===== src/rtl/gfp8_result_packer.sv =====
// Converts the GFP result stream (mantissa * 2^exponent) to FP16 and packs
// LANES results per line into the result BRAM, flushing the partial line on tile done.
module gfp8_result_packer #(
    parameter int LANES  = 16,
    parameter int ADDR_W = 9
) (
    input  logic                    i_clk,
    input  logic                    i_reset,
    input  logic                    i_start,
    input  logic [ADDR_W-1:0]       i_base_addr,
    input  logic                    i_result_valid,
    input  logic signed [31:0]      i_result_mantissa,
    input  logic signed [7:0]       i_result_exponent,
    input  logic                    i_tile_done,
    output logic                    o_wr_en,
    output logic [ADDR_W-1:0]       o_wr_addr,
    output logic [LANES*16-1:0]     o_wr_data,
    output logic                    o_done,
    output logic                    o_busy,
    output logic [15:0]             o_result_count,
    output logic                    o_drop_err
);

    localparam int LINE_W = LANES * 16;
    localparam int LANE_W = $clog2(LANES);

    typedef enum logic {IDLE = 1'b0, COLLECT = 1'b1} state_t;

    state_t state, state_nxt;

    function automatic logic [5:0] msb_index(input logic [32:0] mag);
        msb_index = '0;
        for (int i = 0; i < 33; i++) begin
            if (mag[i]) msb_index = 6'(i);
        end
    endfunction

    // Truncating conversion with saturation to +/-max-normal and flush of tiny values to +0.
    function automatic logic [15:0] to_fp16(input logic sgn, input logic [32:0] mag,
                                            input logic [5:0] msb, input logic signed [7:0] expo);
        logic signed [9:0] e;
        logic [9:0]        frac;
        e    = $signed({4'b0, msb}) + $signed({{2{expo[7]}}, expo});
        frac = 10'((mag << (6'd32 - msb)) >> 22);
        if (mag == '0)
            to_fp16 = 16'h0000;
        else if (e > 10'sd15)
            to_fp16 = {sgn, 15'h7BFF};
        else if (e < -10'sd14)
            to_fp16 = 16'h0000;
        else
            to_fp16 = {sgn, 5'(e + 10'sd15), frac};
    endfunction

    logic                 accept_p0;
    logic                 sign_p0;
    logic signed [32:0]   mant_ext_p0;
    logic [32:0]          mag_p0;

    logic                 vld_p1, done_p1, sign_p1;
    logic [32:0]          mag_p1;
    logic [5:0]           msb_p1;
    logic signed [7:0]    exp_p1;

    logic                 vld_p2, done_p2;
    logic [15:0]          fp16_p2;

    logic [LANE_W-1:0]    lane;
    logic [ADDR_W-1:0]    addr;
    logic [LINE_W-1:0]    line_buf;
    logic [LINE_W-1:0]    line_nxt;
    logic                 flush_p2;

    // stage 0: magnitude and acceptance
    assign accept_p0   = i_result_valid && (i_start || state == COLLECT);
    assign sign_p0     = i_result_mantissa[31];
    assign mant_ext_p0 = {i_result_mantissa[31], i_result_mantissa};
    assign mag_p0      = sign_p0 ? -mant_ext_p0 : mant_ext_p0;

    always_ff @(posedge i_clk or posedge i_reset) begin
        if (i_reset) state <= IDLE;
        else         state <= state_nxt;
    end

    always_comb begin
        state_nxt = state;
        case (state)
            IDLE:    if (i_start) state_nxt = COLLECT;
            COLLECT: if (i_start) state_nxt = COLLECT;
                     else if (o_done) state_nxt = IDLE;
            default: state_nxt = IDLE;
        endcase
    end

    always_comb begin
        o_busy = (state == COLLECT);
    end

    // stage 1 / stage 2 data path
    always_ff @(posedge i_clk) begin
        sign_p1 <= sign_p0;
        mag_p1  <= mag_p0;
        msb_p1  <= msb_index(mag_p0);
        exp_p1  <= i_result_exponent;
        fp16_p2 <= to_fp16(sign_p1, mag_p1, msb_p1, exp_p1);
        if (vld_p2 && !i_start) line_buf <= line_nxt;
    end

    // stage 3: lanes above the current one read as zero, so a flushed partial line is clean
    always_comb begin
        line_nxt = '0;
        for (int k = 0; k < LANES; k++) begin
            if (LANE_W'(k) < lane)
                line_nxt[16*k +: 16] = line_buf[16*k +: 16];
            else if (LANE_W'(k) == lane)
                line_nxt[16*k +: 16] = fp16_p2;
        end
    end

    assign flush_p2 = vld_p2 && (lane == LANE_W'(LANES - 1) || done_p2);

    always_ff @(posedge i_clk or posedge i_reset) begin
        if (i_reset) begin
            vld_p1         <= 1'b0;
            done_p1        <= 1'b0;
            vld_p2         <= 1'b0;
            done_p2        <= 1'b0;
            lane           <= '0;
            addr           <= '0;
            o_wr_en        <= 1'b0;
            o_wr_addr      <= '0;
            o_wr_data      <= '0;
            o_done         <= 1'b0;
            o_result_count <= '0;
            o_drop_err     <= 1'b0;
        end else begin
            o_wr_en <= 1'b0;
            o_done  <= 1'b0;
            if (i_start) begin
                // a start discards everything in flight and re-arms
                vld_p1         <= i_result_valid;
                done_p1        <= i_result_valid && i_tile_done;
                vld_p2         <= 1'b0;
                done_p2        <= 1'b0;
                lane           <= '0;
                addr           <= i_base_addr;
                o_result_count <= {15'b0, i_result_valid};
                o_drop_err     <= 1'b0;
            end else begin
                vld_p1  <= accept_p0;
                done_p1 <= accept_p0 && i_tile_done;
                vld_p2  <= vld_p1;
                done_p2 <= done_p1;
                if (i_result_valid && state == IDLE) o_drop_err <= 1'b1;
                if (accept_p0 && o_result_count != 16'hFFFF)
                    o_result_count <= o_result_count + 16'd1;
                if (vld_p2) begin
                    if (flush_p2) begin
                        o_wr_en   <= 1'b1;
                        o_wr_addr <= addr;
                        o_wr_data <= line_nxt;
                        o_done    <= done_p2;
                        addr      <= addr + ADDR_W'(1);
                        lane      <= '0;
                    end else begin
                        lane <= lane + LANE_W'(1);
                    end
                end
            end
        end
    end

endmodule


===== config.mk =====
export PLATFORM = sky130hd
export DESIGN_NAME = gfp8_result_packer
export DESIGN_NICKNAME = d
export VERILOG_FILES = /design/src/rtl/gfp8_result_packer.sv
export SDC_FILE = /design/constraint.sdc
export NUM_CORES = 1
export LEC_CHECK = 0
export ABC_CLOCK_PERIOD_IN_PS = 21800
export CORE_UTILIZATION = 45
export DETAILED_ROUTE_END_ITERATION = 8
export PLACE_DENSITY = 0.67
export SLEW_MARGIN = 10
export SYNTH_ARGS = -nofsm -noshare
export SYNTH_HDL_FRONTEND = slang
export SYNTH_SLANG_ARGS = --single-unit

===== constraint.sdc =====
create_clock -name i_clk -period 21.8 [get_ports i_clk]
set_input_delay 4.36 -clock i_clk [delete_from_list [all_inputs] [get_ports i_clk]]
set_output_delay 4.36 -clock i_clk [all_outputs]
set_load 0.01 [all_outputs]

==> summary.md <==
| Metric | Value |
|---|---|
| Number of DRC violations after detailed routing | 0 |
| Fill count | 4919 |
| Final routed wire length divided by cell count | 21.1 um |
| Buffer depth of the longest clock path | 3 |
| Number of buffers added on ports | 338 |
| I/O pin count | 339 |
| Warnings from Yosys | 0 |
| DP Cell Count | 3374 |
| Post-Route Skew | 0.0141 ns |
| Pre-CTS setup slack | 13.48 ns |
| Highest cell delay on the worst timing path | 0.81 ns |
| Leading cell types by total area after synthesis | dfrtp_1 29%, edfxtp_1 27%, nand2_1 9.5% |
| Wire length of the first global-routing pass | 115 mm |
| Non-filler instance count after layout | 3488 |
| CTS resizes | 0 |
| HPWL Detailed | 48.7 mm |
| Placement-stage cell area | 30400 um2 |
| Proportion of netlist area held by the largest area contributor | 28.6% |
| Cell taking the most area after synthesis | dfrtp_1 |
| Crit path to | o_wr_data[24] |
| Most frequent standard cell in the layout excluding fill and tap cells | nand2_1 |
| Die height | 244 um |
| Overflow after GRT | 0 |
| Number of design-rule violations left by the first detailed-router iteration | 1512 |
| Drt first pass iters | 5 |
| Total via count after detailed routing | 19436 |
| Total wire length after detailed routing | 73.7 mm |
| F_max | 0.132 GHz |
| Largest net degree at the start of global routing | 182 |
| Highest ir drop seen on vdd | 0.0000609 V |
| Result of the run | finished clean |
| Crit path from | i_start |
| Routed Antenna Nets | 0 |
| Worst hold slack across all endpoints | 0.472 ns |
| Post-DR vias/cell | 5.57 |
| Number of clock buffers inserted by TritonCTS | 60 |
| Number of antenna violations at the first check in global routing | 1 |
| Die Footprint | 59800 um2 |
| Total setup buffers inserted after CTS | 0 |
| Most repeated library cell on the critical path | buf_4 |
| Crit Path Class | in -> reg |
| Final std cell area, no fill | 32400 um2 |
| Horizontal die dimension | 244 um |
| Crit path max fanout | 118 |
| Number of standard cells after synthesis | 2406 |
| Area of the mapped netlist | 26500 um2 |
| Critical-path cell list | buf_2, nor2b_4, buf_4, o21ai_4, inv_8, buf_4, mux2_2 |
| Number of global-route vias before repair | 19176 |
| Clock period minus final worst setup slack | 7.58 ns |
| Fin. max-slew vios | 0 |
| Total track usage | 24.7% |
| Area growth syn-to-layout | 22.5% |
| Origin of the critical flop-to-flop path | lane[1] |
| FF+latch count, synth | 606 |
| Share of the clock period used by the worst path after layout | 34.8% |
| Final nets | 2741 |
| Cell with the largest stage delay on the worst path | buf_4 |
| Data required, critical path | 22.30 ns |
| Post-synth EDFFs | 240 |
| Tightest Pin Transition | 1.30 ns |
| Power density relative to cell area | 79.7 nW/um2 |
| Count of final hold-check violations | 0 |
| Core Region | 57900 um2 |
| FF-to-FF End | o_wr_data[251] |
| Arrival time of the worst setup path | 8.08 ns |
| HP Class | reg -> reg |
| Reported max-cap violation count | 0 |
| Portion of the post-synthesis area used by sequential elements | 60.6% |
| Gate family responsible for the most delay along the worst path | buffers and inverters |
| Design Power | 2.58 mW |
| Async set-reset flop share out of synthesis | 49.8% |
| Mean cell area of the mapped netlist | 11.0 um2 |
| Main synth FF type | dfrtp_1 |
| Worst-case setup margin in the final layout | 14.22 ns |
| Final weighted congestion of routability-driven global placement | 0.857 |
| Category of the worst setup path capture point | flop |
| Sink count of the clock tree | 606 |
| Unrepaired setup endpoints after global routing | no |
| Critical Path Source Type | input port |
| Layout Utilization | 55.9% |
| Levels on crit path | 7 |
| Clock network latency to the later pin of the worst-skew pair | 0.62 ns |
| Most frequent cells in the layout | 668 x nand2_1, 337 x clkdlybuf4s50_1, 301 x dfrtp_1, 240 x edfxtp_1, 133 x o21ai_0 |
| Number of buffer and inverter instances along the worst setup path | 4 |
| Final setup violation count | 0 |
| Setup tns final | 0 ns |
| Reg2Reg Setup Slack | 17.37 ns |
| Library cell used as clock root buffer | clkbuf_16 |
| Initial core utilization | 45.7% |
| Standby leakage power | 13.6 nW |
| Number of cell instances on the worst register-to-register path | 7 |
| Number of diodes added for antenna fixing | 0 |
| Site row count | 88 |
| Max-Slew Margin vs Limit | 13.4% |
| Proportion of layout cells with a drive suffix above 1 | 10.4% |
| CTS Hold Bufs | 0 |
| Clock tree from TritonCTS | yes |
| H-Tree Depth | 2 |
| Synth unique cells | 80 |
| Clock transition at the register clock pins on the worst setup and hold paths after CTS | 0.06 ns |
## worst min path at each step
stage | depth (start not counted) | startpoint | slack (ns) | endpoint
final | 2 | o_wr_data[166] | 0.47 | o_wr_data[166]
after global placement | 1 | done_p1 | 0.45 | done_p2
after floorplan | 1 | sign_p1 | 0.43 | fp16_p2[15]
after detailed placement | 1 | o_done | 0.45 | o_busy
after global routing | 2 | o_wr_data[191] | 0.49 | o_wr_data[191]
after CTS | 1 | o_done | 0.47 | o_busy
## cells in the mapped netlist, types with 6 or more instances
master and instances:
a211oi_1 11, a21o_1 8, a21oi_1 32, a22o_1 129, a31oi_1 13, and3_1 12, buf_1 7, clkbuf_1 153
dfrtp_1 302, dfxtp_1 64, edfxtp_1 240, ha_1 15, inv_1 48, mux2_2 109, mux2i_1 49, mux4_2 13
nand2_1 668, nand2b_1 6, nand3_1 50, nand4_1 9, nor2_1 76, nor2b_1 8, nor3_1 11, nor3b_1 7
nor4_1 20, o211ai_1 6, o21ai_0 133, o21bai_1 6, o31ai_1 28, or2_2 7, or3_1 13, xnor2_1 29
xor2_1 27
## cell families after synthesis
| group | synth area share (%) |
|---|---|
| and+or+nand+nor | 14.8 |
| muxes | 7.60 |
| DFF | 60.6 |
| buffers and inverters | 3.24 |
| xor gates and xnor gates | 1.85 |
| AOI/OAI and AO/OA | 11.0 |
| other | 0.0142 |
| adders and majority gates | 0.785 |
## tightest hold or removal path, delay by kind of cell, from the launching register on
family           cells  cell delay [ns]
DFF                  1             0.34
and+or+nand+nor      2             0.10
## state kept, by name, indices dropped and copies added, names as in the netlist
register        cells
addr                9
done_p1             1
done_p2             1
exp_p1              8
fp16_p2            16
lane                4
line_buf          240
mag_p1             33
msb_p1              6
o_busy              1
o_done              1
o_drop_err          1
o_result_count     16
o_wr_addr           9
o_wr_data         256
o_wr_en             1
sign_p1             1
vld_p1              1
vld_p2              1
## routing by layer
layer  GRT usage (%)  wire (um)  vias to the layer above
met5               0          0                        -
met4            7.19       1880                        0
met3            5.06       5550                      114
met2            39.3      34600                      738
met1            34.2      31600                     9562
li1                -          -                     9022
## cell type report
class / count / area [um2] / share of cell area [%]
flip-flops and latches: 606 / 16000 / 49.5
inverters: 54 / 218 / 0.672
clock buffers: 94 / 1840 / 5.69
multi-input cells: 1581 / 9580 / 29.6
repair buffers: 368 / 3620 / 11.2
well taps: 765 / 957 / 2.95
clock inverters: 20 / 143 / 0.440
## report_power, final
group          internal, mW  switching, mW
sequential             1.23         0.0551
clock                 0.591          0.436
combinational         0.112          0.163
Note: power is estimated with default switching activity, not from simulation.
